`src/rtl/operand_reader_pkg.sv`:
```
// Shared types, widths and helpers for the operand byte reader.
package operand_reader_pkg;

  localparam int unsigned BYTE_W = 8;

  typedef enum logic [0:0] {
    RDR_IDLE  = 1'b0,
    RDR_FETCH = 1'b1
  } rdr_state_t;

  // Limit a requested byte count to the widest operand the reader can build.
  function automatic int unsigned clamp_count(input int unsigned n, input int unsigned max_n);
    return (n > max_n) ? max_n : n;
  endfunction

endpackage

```
`src/rtl/operand_byte_reader_if.sv`:
```
// Request, FIFO and result signals of the operand byte reader.
// With OPERAND_READER_STALL_CNT_EN defined, the stall_cycles counter is added.
interface operand_byte_reader_if
  import operand_reader_pkg::*;
#(
  parameter int unsigned MAX_BYTES = 4
);
  localparam int unsigned CNT_W = $clog2(MAX_BYTES + 1);
  localparam int unsigned OP_W  = BYTE_W * MAX_BYTES;

  logic              start;
  logic              flush;
  logic [CNT_W-1:0]  num_bytes;
  logic              sign_ext;
  logic              busy;
  logic              complete;
  logic [OP_W-1:0]   operand;
  logic [CNT_W-1:0]  bytes_read;
  logic              fifo_rd_en;
  logic [BYTE_W-1:0] fifo_rd_data;
  logic              fifo_empty;
`ifdef OPERAND_READER_STALL_CNT_EN
  logic [15:0]       stall_cycles;
`endif

  // Reader side
  modport slave (
`ifdef OPERAND_READER_STALL_CNT_EN
    output stall_cycles,
`endif
    input  start, flush, num_bytes, sign_ext, fifo_rd_data, fifo_empty,
    output busy, complete, operand, bytes_read, fifo_rd_en
  );

  // Requester / FIFO side
  modport master (
`ifdef OPERAND_READER_STALL_CNT_EN
    input  stall_cycles,
`endif
    output start, flush, num_bytes, sign_ext, fifo_rd_data, fifo_empty,
    input  busy, complete, operand, bytes_read, fifo_rd_en
  );

endinterface

```
`src/rtl/operand_extend.sv`:
```
// Zero/sign-extends the low i_count bytes of i_raw to the full operand width.
module operand_extend
  import operand_reader_pkg::*;
#(
  parameter int unsigned MAX_BYTES = 4,
  parameter int unsigned CNT_W     = $clog2(MAX_BYTES + 1)
) (
  input  logic [BYTE_W*MAX_BYTES-1:0] i_raw,
  input  logic [CNT_W-1:0]            i_count,
  input  logic                        i_sign_ext,
  output logic [BYTE_W*MAX_BYTES-1:0] o_operand
);

  logic w_sign;

  // Pick the MSB of the last valid byte; a zero count has no sign.
  always_comb begin
    w_sign = 1'b0;
    for (int k = 0; k < int'(MAX_BYTES); k++) begin
      if (i_count == CNT_W'(k + 1)) w_sign = i_raw[BYTE_W*k + BYTE_W - 1];
    end
  end

  // Keep valid bytes, fill the rest with the extension bit.
  always_comb begin
    o_operand = '0;
    for (int k = 0; k < int'(MAX_BYTES); k++) begin
      if (CNT_W'(k) < i_count) o_operand[BYTE_W*k +: BYTE_W] = i_raw[BYTE_W*k +: BYTE_W];
      else                     o_operand[BYTE_W*k +: BYTE_W] = {BYTE_W{i_sign_ext & w_sign}};
    end
  end

endmodule

```
`src/rtl/operand_byte_reader.sv`:
```
// Pulls up to MAX_BYTES little-endian bytes from the prefetch FIFO and
// presents them as one extended operand, completing with zero extra latency.
// Optional: OPERAND_READER_STALL_CNT_EN adds a saturating FIFO-stall counter.
module operand_byte_reader
  import operand_reader_pkg::*;
#(
  parameter int unsigned MAX_BYTES = 4,
  parameter int unsigned CNT_W     = $clog2(MAX_BYTES + 1)
) (
  input  logic                  clk,
  input  logic                  reset,
  operand_byte_reader_if.slave  bus
);

  localparam int unsigned OP_W = BYTE_W * MAX_BYTES;
  localparam logic [0:0] ST_IDLE  = RDR_IDLE;
  localparam logic [0:0] ST_FETCH = RDR_FETCH;

  logic [0:0]       r_state;
  logic [0:0]       w_state_nxt;
  logic [CNT_W-1:0] r_tgt;
  logic             r_sext;
  logic [OP_W-1:0]  r_buf;
  logic [CNT_W-1:0] r_bytes_read;

  logic             w_start_ok;
  logic             w_active;
  logic [CNT_W-1:0] w_tgt;
  logic             w_sext;
  logic [CNT_W-1:0] w_cnt;
  logic             w_pop;
  logic             w_complete;
  logic [OP_W-1:0]  w_merged;
  logic [OP_W-1:0]  w_ext_in;
  logic [CNT_W-1:0] w_ext_cnt;
  logic             w_ext_sext;
  logic [OP_W-1:0]  w_operand;

  // Request decode: live inputs in the start cycle, latched values afterwards.
  always_comb begin
    w_start_ok = (r_state == ST_IDLE) & bus.start & ~bus.flush & ~reset;
    w_active   = w_start_ok | ((r_state == ST_FETCH) & ~reset);
    w_tgt      = w_start_ok ? CNT_W'(clamp_count(32'(bus.num_bytes), MAX_BYTES)) : r_tgt;
    w_sext     = w_start_ok ? bus.sign_ext : r_sext;
    w_cnt      = w_start_ok ? '0 : r_bytes_read;
    w_pop      = w_active & ~bus.flush & ~bus.fifo_empty & (w_cnt < w_tgt);
    w_complete = w_active & ~bus.flush &
                 ((w_tgt == '0) | (w_pop & (CNT_W'(w_cnt + CNT_W'(1)) == w_tgt)));
    w_merged   = w_start_ok ? '0 : r_buf;
    for (int k = 0; k < int'(MAX_BYTES); k++) begin
      if (w_pop && (w_cnt == CNT_W'(k))) w_merged[BYTE_W*k +: BYTE_W] = bus.fifo_rd_data;
    end
  end

  // Next-state logic.
  always_comb begin
    w_state_nxt = r_state;
    case (r_state)
      ST_IDLE:  if (w_start_ok && !w_complete)  w_state_nxt = ST_FETCH;
      ST_FETCH: if (bus.flush || w_complete)    w_state_nxt = ST_IDLE;
      default:                                  w_state_nxt = ST_IDLE;
    endcase
  end

  // State register.
  always_ff @(posedge clk) begin
    if (reset) r_state <= ST_IDLE;
    else       r_state <= w_state_nxt;
  end

  // Request latch, byte buffer and byte count; held after completion for decode.
  always_ff @(posedge clk) begin
    if (reset) begin
      r_tgt        <= '0;
      r_sext       <= 1'b0;
      r_buf        <= '0;
      r_bytes_read <= '0;
    end else if (bus.flush) begin
      r_buf        <= '0;
      r_bytes_read <= '0;
    end else if (w_active) begin
      if (w_start_ok) begin
        r_tgt  <= w_tgt;
        r_sext <= w_sext;
      end
      r_buf        <= w_merged;
      r_bytes_read <= w_pop ? CNT_W'(w_cnt + CNT_W'(1)) : w_cnt;
    end
  end

  // Completing cycle shows the live byte merged in; otherwise the stored bytes.
  always_comb begin
    w_ext_in   = w_complete ? w_merged : r_buf;
    w_ext_cnt  = w_complete ? w_tgt    : r_bytes_read;
    w_ext_sext = w_complete ? w_sext   : r_sext;
  end

  operand_extend #(
    .MAX_BYTES (MAX_BYTES),
    .CNT_W     (CNT_W)
  ) u_extend (
    .i_raw      (w_ext_in),
    .i_count    (w_ext_cnt),
    .i_sign_ext (w_ext_sext),
    .o_operand  (w_operand)
  );

  assign bus.busy       = w_active & ~bus.flush & ~w_complete;
  assign bus.complete   = w_complete;
  assign bus.fifo_rd_en = w_pop;
  assign bus.operand    = w_operand;
  assign bus.bytes_read = r_bytes_read;

`ifdef OPERAND_READER_STALL_CNT_EN
  logic [15:0] r_stall;
  logic        w_stall;

  assign w_stall = w_active & ~bus.flush & bus.fifo_empty & ~w_complete;

  // Saturating count of FIFO-empty cycles in the current fetch.
  always_ff @(posedge clk) begin
    if (reset)                              r_stall <= 16'd0;
    else if (w_start_ok)                    r_stall <= w_stall ? 16'd1 : 16'd0;
    else if (w_stall && r_stall != 16'hFFFF) r_stall <= r_stall + 16'd1;
  end

  assign bus.stall_cycles = r_stall;
`endif

endmodule
```
`src/flat_wrapper.sv`:
```
// flat-port wrapper written by rule: the top's interface ports become plain ports
module operand_byte_reader_flat import operand_reader_pkg::*;
#(
  parameter int unsigned MAX_BYTES = 4,
  parameter int unsigned CNT_W     = $clog2(MAX_BYTES + 1)
)
  (clk, reset, bus_start, bus_flush, bus_num_bytes, bus_sign_ext, bus_fifo_rd_data, bus_fifo_empty, bus_busy, bus_complete, bus_operand, bus_bytes_read, bus_fifo_rd_en);
  operand_byte_reader_if #(.MAX_BYTES(MAX_BYTES)) bus_i ();
  input  logic clk;
  input  logic reset;
  input wire logic [$bits(bus_i.start)-1:0] bus_start;
  input wire logic [$bits(bus_i.flush)-1:0] bus_flush;
  input wire logic [$bits(bus_i.num_bytes)-1:0] bus_num_bytes;
  input wire logic [$bits(bus_i.sign_ext)-1:0] bus_sign_ext;
  input wire logic [$bits(bus_i.fifo_rd_data)-1:0] bus_fifo_rd_data;
  input wire logic [$bits(bus_i.fifo_empty)-1:0] bus_fifo_empty;
  output wire logic [$bits(bus_i.busy)-1:0] bus_busy;
  output wire logic [$bits(bus_i.complete)-1:0] bus_complete;
  output wire logic [$bits(bus_i.operand)-1:0] bus_operand;
  output wire logic [$bits(bus_i.bytes_read)-1:0] bus_bytes_read;
  output wire logic [$bits(bus_i.fifo_rd_en)-1:0] bus_fifo_rd_en;
  assign bus_i.start = bus_start;
  assign bus_i.flush = bus_flush;
  assign bus_i.num_bytes = bus_num_bytes;
  assign bus_i.sign_ext = bus_sign_ext;
  assign bus_i.fifo_rd_data = bus_fifo_rd_data;
  assign bus_i.fifo_empty = bus_fifo_empty;
  assign bus_busy = bus_i.busy;
  assign bus_complete = bus_i.complete;
  assign bus_operand = bus_i.operand;
  assign bus_bytes_read = bus_i.bytes_read;
  assign bus_fifo_rd_en = bus_i.fifo_rd_en;
  operand_byte_reader #(.MAX_BYTES(MAX_BYTES), .CNT_W(CNT_W)) u_core (.clk(clk), .reset(reset), .bus(bus_i));
endmodule
```
`config.mk`:
```
export PLATFORM = sky130hd
export DESIGN_NAME = operand_byte_reader_flat
export DESIGN_NICKNAME = d
export VERILOG_FILES = /design/src/rtl/operand_reader_pkg.sv /design/src/rtl/operand_byte_reader_if.sv /design/src/rtl/operand_extend.sv /design/src/rtl/operand_byte_reader.sv /design/src/flat_wrapper.sv
export SDC_FILE = /design/constraint.sdc
export NUM_CORES = 1
export LEC_CHECK = 0
export ABC_AREA = 1
export BUFFER_PORTS_ARGS = -buffer_cell sky130_fd_sc_hd__buf_4
export CAP_MARGIN = 20
export CORE_ASPECT_RATIO = 1.25
export CORE_MARGIN = 3
export CORE_UTILIZATION = 30
export DETAILED_ROUTE_END_ITERATION = 6
export GPL_ROUTABILITY_DRIVEN = 0
export HOLD_SLACK_MARGIN = 0.1
export SYNTH_ARGS = -nofsm -noshare
export SYNTH_HDL_FRONTEND = slang
export SYNTH_HIERARCHICAL = 1
export SYNTH_SLANG_ARGS = --single-unit
```
`constraint.sdc`:
```
create_clock -name clk -period 4.1 [get_ports clk]
set_clock_uncertainty 0.15 [all_clocks]
set_input_delay 0.205 -clock clk [delete_from_list [all_inputs] [get_ports clk]]
set_output_delay 0.205 -clock clk [all_outputs]
set_load 0.005 [all_outputs]
```
# Word level (Yosys, flattened, before mapping)
# Index checks and enable logic that the tools add are counted.
[op_classes]
addsub = 1
multipliers = 0
div = 0
magnitude_cmp = 6
eq_ne = 8
shift = 0
muxes = 24
bitwise_logic = 18
reduce_logical = 11
[op_table]
columns = ["cell", "count"]
rows = [
  ["$mux 32", 2],
  ["$mux 8", 8],
  ["$mux 3", 5],
  ["$eq 3x2->1 const B", 4],
  ["$and 1x1->1", 11],
  ["$mux 1", 8],
  ["$eq 3x1->1 const B", 2],
  ["$logic_not 3->1", 2],
  ["$lt 1x3->1 const A", 2],
  ["$lt 2x3->1 const A", 2],
  ["$logic_and 1x1->1", 5],
  ["$not 1->1", 5],
  ["$add 3x1->3 const B", 1],
  ["$eq 3x3->1", 1],
  ["$eq 3x3->1 const B", 1],
  ["$gt 3x3->1 const B", 1],
  ["$lt 3x3->1", 1],
  ["$reduce_and 3->1", 1],
  ["$or 1x1->1", 2],
  ["$pmux 1 s2", 1],
  ["$reduce_or 2->1", 1],
  ["$logic_not 1->1", 1],
  ["$logic_or 1x1->1", 1],
]
[word_totals]
reg_bits = 40
latch_bits = 0
ramBits = 0
rom_bits = 0
input_bits = 17
out_inout_bits = 38
wordCells = 73
memories = 0

# Longest topological paths before layout
[depth]
depth_word = 19
mapped_depth = 23
ltp_nobuf = 22

# Cells and area by module
# The synthesis kept the hierarchy.
[by_module_without_submodules]
columns = ["mod", "instances", "cells_each", "area_per_inst_um2", "seq_area_each_um2"]
rows = [
  ["operand_byte_reader", 1, 451, 2753.9, 800.8],
  ["operand_extend", 1, 86, 361.6, 0.0],
]

# Least setup slack after synthesis
# Ideal clock, no wire load.
[synth_path]
kind = "flip-flop to output port"
start = "reg u_core.r_state"
end = "out bus_operand[16]"
arrival_time_ps = 2498
required_time_ps = 3745
slack_ps = 1247
path_stages_with_launch = 19
path_buffers = 2
path_cell_list = "dfxtp_1 > nor2_2 > nand2_2 > buf_6 > nand2_1 > inv_2 > ha_1 > nor3_4 > nand3_2 > nand2_4 > nand2_4 > buf_4 > nand2_1 > nand2_1 > nor2_2 > nand3_1 > nand3_2 > nand3_2 > nand2_1"
[synth_between]
elab_chain_len = 19
elab_cells_between_ends = 46
cone_classes = "1 x add/sub; 2 x order compare; 8 x eq/ne; 16 x mux; 13 x bitwise; 6 x reduce/logical"
[synth_lines]
columns = ["item", "line_no", "text"]
rows = [
  ["start, declared", "operand_byte_reader.sv:19", "logic [0:0] r_state;"],
  ["start signal, assigned", "operand_byte_reader.sv:68", "else r_state <= w_state_nxt;"],
  ["parallel branches: the longest is 11 deep, another holds $add 3x1->3", "-", ""],
  ["$mux 3 *", "operand_byte_reader.sv:94", "w_ext_cnt = w_complete ? w_tgt : r_bytes_read;"],
  ["named net u_core.w_ext_cnt[2]", "operand_byte_reader.sv:35", "logic [CNT_W-1:0] w_ext_cnt;"],
  ["$eq 3x1->1", "operand_extend.sv:20", "if (i_count == CNT_W'(k + 1)) w_sign = i_raw[BYTE_W*k + BYTE_W - 1];"],
  ["$mux 1 (4 in series)", "operand_extend.sv:20", ""],
  ["$and 1x1->1", "operand_extend.sv:29", "else o_operand[BYTE_W*k +: BYTE_W] = {BYTE_W{i_sign_ext & w_sign}};"],
  ["$mux 8 *", "operand_extend.sv:28", "if (CNT_W'(k) < i_count) o_operand[BYTE_W*k +: BYTE_W] = i_raw[BYTE_W*k +: BYTE_W];"],
  ["end, declared", "flat_wrapper.sv:19", "output wire logic [$bits(bus_i.operand)-1:0] bus_operand;"],
]
# Mark *: on every way through the listed nets, which the timed path passes.

# Worst setup path after layout
[layout_path]
start = "reg u_core.r_state"
end = "out bus_operand[25]"
[layout_between]
elab_cells_between_ends = 46
cone_classes = "1 x add/sub; 2 x order compare; 8 x eq/ne; 16 x mux; 13 x bitwise; 6 x reduce/logical"
[layout_rtl]
columns = ["item", "line_no", "text"]
rows = [
  ["parallel branches: the longest is 11 deep, another holds $add 3x1->3", "-", ""],
  ["$mux 32 *", "operand_byte_reader.sv:93", "w_ext_in = w_complete ? w_merged : r_buf;"],
  ["named net u_core.w_ext_in[23]", "operand_byte_reader.sv:34", "logic [OP_W-1:0] w_ext_in;"],
  ["$mux 1 * (2 in series)", "operand_extend.sv:20", ""],
  ["$and 1x1->1 *", "operand_extend.sv:29", ""],
  ["$mux 8 *", "operand_extend.sv:28", ""],
]
# Marked as above.

==> results.md <==
Hold path:
- The worst hold path belongs to the class in2reg.
- The worst hold path begins at bus_fifo_rd_data[7].

Run:
- The tool flagged a number of max-cap violations equal to 0.

Route:
- The number of routed nets with antenna violations is 0.
- The total met3 wirelength after detailed routing is 456 um.
- After detailed routing, the total wire length is between 9000 and 10000 um.
- The first-iteration detailed-routing DRC count is about 190.
- The met1 routed wirelength after detailed routing is ~4300 um.
- The number of vias per cell after detailed routing is 4.969.
- The pre-antenna-repair detailed-routing pass consisted of 4 iterations.
- Signal routing reaches up to met4.
- The detailed-route DRC error count is 0.
- The via count of the routed design is 3528.
- The met2 layer wire length in the routed design is ~4800 um.
- After detailed routing, the average wire length per cell comes to around 14 um.

Setup path:
- The arrival time of data at the critical path endpoint is 3440 ps.
- The critical path endpoint category is an output port.
- The timing startpoint of the critical path is u_core/r_state$_SDFF_PP0_.
- By startpoint and endpoint, the worst setup path is classified as reg2out.
- Of all nets on the critical path, the largest fanout is 24.
- STA puts the critical path data required time at around 3700 ps.
- The worst setup path is launched from a flip-flop.
- The beginning of the worst register-to-register path is u_core/r_state$_SDFF_PP0_.

Power:
- The portion of total power attributed to the clock network is 0.429.
- Cell internal power was estimated by the tool at 0.6719 mW.
- The worst-case IR drop observed on VDD is roughly 0.17 mV.
- The sequential cell fraction of total power is 0.424.
- Of the total power, combinational logic draws 0.147.
- The net switching share of the total power is 0.2733.
- The analysis attributes to cell leakage a power of 1.939 nW.
- The power per cell area is 243.3 nW/um^2.
- The total net switching power is 0.2527 mW.

Die:
- The die covers 11650 um^2.
- The placeable core area is 9859 um^2.
- The number of rows created at floorplan is 40.
- For this configuration, the core starts out at a cell density of 0.3160.
- The die is 119.9 um tall.
- The number of placed I/O pins is 55.
- Measured along the x axis, the die boundary spans 97.15 um.

Logic synthesis:
- The number of synthesis warnings is 6.
- The synthesized netlist contains 27 unique library cells.
- The proportion of netlist area held by the largest area contributor is 0.2570.
- Counting every net in the synthesized netlist gives 556.
- The post-synthesis register bit count is 40.
- After synthesis, the mean cell area works out to between 5 and 6 um^2.
- By area the synthesized netlist is led by sky130_fd_sc_hd__dfxtp_1, sky130_fd_sc_hd__nand2_1, sky130_fd_sc_hd__inv_1.
- The mapped netlist covers approximately 3100 um^2.
- The post-synthesis instance total is approximately 540.
- The cell type with the largest total area after synthesis is sky130_fd_sc_hd__dfxtp_1.
- The share of synthesized area occupied by flip-flops and latches is 0.2570.

Global route:
- The aggregate global-route resource usage is 0.1626.
- The number of global-route vias before repair was around 3.2k.
- Summed over all layers, the global routing overflow is 0.
- The first global-routing pass estimated 15810 um of wire.
- The maximum number of pins on one net before global-route repair is 37.
- The initial antenna violation count is 0.

Timing:
- The max-slew violation count is 0.
- Setup repair after global routing left no endpoint under its margin.
- Counting I/O delays and the setup requirement, the final critical path takes 3790 ps.
- The number of failing setup endpoints in the final timing report is 0.
- The fraction of the cycle the final worst path needs is 0.9245.
- For the final routed database, the setup TNS stands at 0 ps.
- The worst slew margin relative to its limit is 0.4635.
- At the pin with the least slew margin, the transition time is 803.8 ps.
- The highest attainable clock frequency is 263.8 MHz.
- The final worst slack is 309.6 ps.
- The final number of hold-violating endpoints is 0.

Placement:
- The sum of net half-perimeters after detailed placement is 6895 um.
- OpenSTA, run right after detailed placement, puts the worst setup slack at approximately 310 ps.
- The count of buffers from port buffering is 54.

CTS:
- After clock tree synthesis, the clock-pin slew on the worst setup and hold paths is 60 ps.
- TritonCTS created 5 clock buffers.
- The largest buffer count on any clock path is 2.
- The number of sinks handled by clock tree synthesis is 40.
- For the worst-skew pair, the clock arrives at the later sink with an insertion delay of ~280 ps.
- The tree is rooted in a sky130_fd_sc_hd__clkbuf_16.
- The H-tree was split into 2 levels.
- TritonCTS built the clock tree.
- After clock tree synthesis, the setup repair step added 0 buffers.

Layout:
- After the last flow step, the layout net total stands at 602.
- The synthesis-to-finish area growth is 21.97%.
- 0 antenna diodes ended up in the layout.
- The fraction of layout cells with a size suffix above 1 is 0.1815.

Run status:
- The flow ran to the end, and the final reports show no timing, DRC or antenna violations.
per-layer routing:
| layer | GRT usage | vias to the layer above |
|---|---|---|
| li1 | - | 1812 |
| met1 | 0.2034 | 1624 |
| met2 | 0.2871 | 82 |
| met3 | 0.02267 | 10 |
| met4 | 0.05092 | 0 |
| met5 | 0 | - |
cells by family after synthesis:
| logic type | share of synthesized area |
|---|---|
| simple gates | 0.5418 |
| buf+inv | 0.1261 |
| flops | 0.2570 |
| compound gates | 0.06386 |
| fa+ha+maj | 0.008031 |
| mux | 0.003213 |
layout make-up:
cell class | count | area (um^2)
Timing Repair Buffer | 64 | 508.0
Sequential cell | 40 | 800.8
Inverter | 63 | 236.5
Tap cell | 126 | 157.7
Clock buffer | 8 | 146.4
Multi-Input combinational cell | 409 | 1951
Fill cell | 1072 | 6060
cell usage in the layout (no fill, tap or decap), types with 3 or more instances in the layout:
cell,count
sky130_fd_sc_hd__a21oi_1,36
sky130_fd_sc_hd__buf_4,60
sky130_fd_sc_hd__clkbuf_16,5
sky130_fd_sc_hd__dfxtp_1,40
sky130_fd_sc_hd__dlygate4sd3_1,3
sky130_fd_sc_hd__inv_1,58
sky130_fd_sc_hd__inv_2,5
sky130_fd_sc_hd__nand2_1,205
sky130_fd_sc_hd__nand2_2,8
sky130_fd_sc_hd__nand3_1,42
sky130_fd_sc_hd__nand3_2,9
sky130_fd_sc_hd__nand3b_1,3
sky130_fd_sc_hd__nand4_1,33
sky130_fd_sc_hd__nand4_2,4
sky130_fd_sc_hd__nor2_1,50
sky130_fd_sc_hd__nor2_2,6
sky130_fd_sc_hd__nor2_4,3
synth_stat cells:
library cell and n:
sky130_fd_sc_hd__nand3_2 9, sky130_fd_sc_hd__inv_2 5, sky130_fd_sc_hd__buf_2 11, sky130_fd_sc_hd__nand3b_1 3, sky130_fd_sc_hd__nand2_1 207, sky130_fd_sc_hd__a31oi_1 1, sky130_fd_sc_hd__a21oi_1 36, sky130_fd_sc_hd__nor2_4 1
sky130_fd_sc_hd__nand4_1 33, sky130_fd_sc_hd__o21bai_1 1, sky130_fd_sc_hd__buf_6 1, sky130_fd_sc_hd__nand4_2 4, sky130_fd_sc_hd__inv_1 58, sky130_fd_sc_hd__ha_1 2, sky130_fd_sc_hd__mux2i_1 1, sky130_fd_sc_hd__buf_8 3
sky130_fd_sc_hd__nand2_4 2, sky130_fd_sc_hd__nand3_1 42, sky130_fd_sc_hd__nand2_2 7, sky130_fd_sc_hd__nor2_1 50, sky130_fd_sc_hd__o21ai_0 1, sky130_fd_sc_hd__dfxtp_1 40, sky130_fd_sc_hd__buf_1 1, sky130_fd_sc_hd__nor2_2 8
sky130_fd_sc_hd__buf_4 2, sky130_fd_sc_hd__clkbuf_1 7, sky130_fd_sc_hd__nor3_4 1
power by group through the flow:
| stage | Sequential [mW] | Clock [mW] | Combinational, mW |
|---|---|---|---|
| after global placement | 0.401 | 0 | 0.128 |
| after global routing | 0.392 | 0.420 | 0.146 |
| after floorplan | 0.400 | 0 | 0.0953 |
| final | 0.392 | 0.397 | 0.136 |
| after detailed placement | 0.401 | 0 | 0.130 |
| after CTS | 0.392 | 0.404 | 0.132 |
timing repair:
item | in CTS | in global routing
gates resized for setup | 0 | 6
setup endpoints to repair | 0 | 32
hold endpoints to repair | 6 | 0
hold buffers | 3 | 0
critical path, cell delays in order, from the launching register on:
cell                      delay [ps]
sky130_fd_sc_hd__dfxtp_1         320
sky130_fd_sc_hd__nor2_2          210
sky130_fd_sc_hd__nand2_4         160
sky130_fd_sc_hd__nand2_2         150
sky130_fd_sc_hd__nor2_1           60
sky130_fd_sc_hd__ha_1            290
sky130_fd_sc_hd__inv_1            80
sky130_fd_sc_hd__nand2_1          50
sky130_fd_sc_hd__nand2_1          60
sky130_fd_sc_hd__nand2_1          60
sky130_fd_sc_hd__nor2_2           90
sky130_fd_sc_hd__nand3_2          80
sky130_fd_sc_hd__nand2_4         190
sky130_fd_sc_hd__buf_4           330
sky130_fd_sc_hd__nand3_1         140
sky130_fd_sc_hd__nand2_1         130
sky130_fd_sc_hd__inv_1            50
sky130_fd_sc_hd__nand2_1          60
sky130_fd_sc_hd__nand3_1          90
sky130_fd_sc_hd__nand3_2         110
sky130_fd_sc_hd__nand3_2         190
sky130_fd_sc_hd__nand2_1         130
sky130_fd_sc_hd__buf_4           110
registers in the layout, summed over array words and instances, names as in the netlist:
name and count:
u_core/r_tgt 3, u_core/bus.bytes_read 3, u_core/r_buf 32, u_core/r_sext 1
u_core/r_state 1
metrics by stage:
stage / total power, mW / hold WS [ps] / cells / utilization / cell area (um^2)
finish: 0.9246 / 122.8 / 710 / 0.3854 / 3800
global route: 0.9583 / 130.4 / 710 / 0.3854 / 3800
CTS: 0.9278 / 117.6 / 710 / 0.3825 / 3771
detailed placement: 0.5302 / 297.5 / 699 / 0.3646 / 3595
global placement: 0.5284 / 285.5 / 698 / 0.3618 / 3567
floorplan: 0.4957 / 127.4 / 537 / - / 3115
worst paths after layout:
kind | end | slack (ps) | depth (start not counted)
worst max-delay path | bus_operand[25] | 310 | 22
worst min-delay path | u_core/r_buf[23]$_SDFFE_PP0N_ | 120 | 3
worst max register to register | u_core/bus.bytes_read[2]$_SDFFE_PP0N_ | 1680 | 11
worst min register to register | u_core/r_buf[30]$_SDFFE_PP0N_ | 420 | 4
No activity file was read; power rests on OpenSTA's default activity.
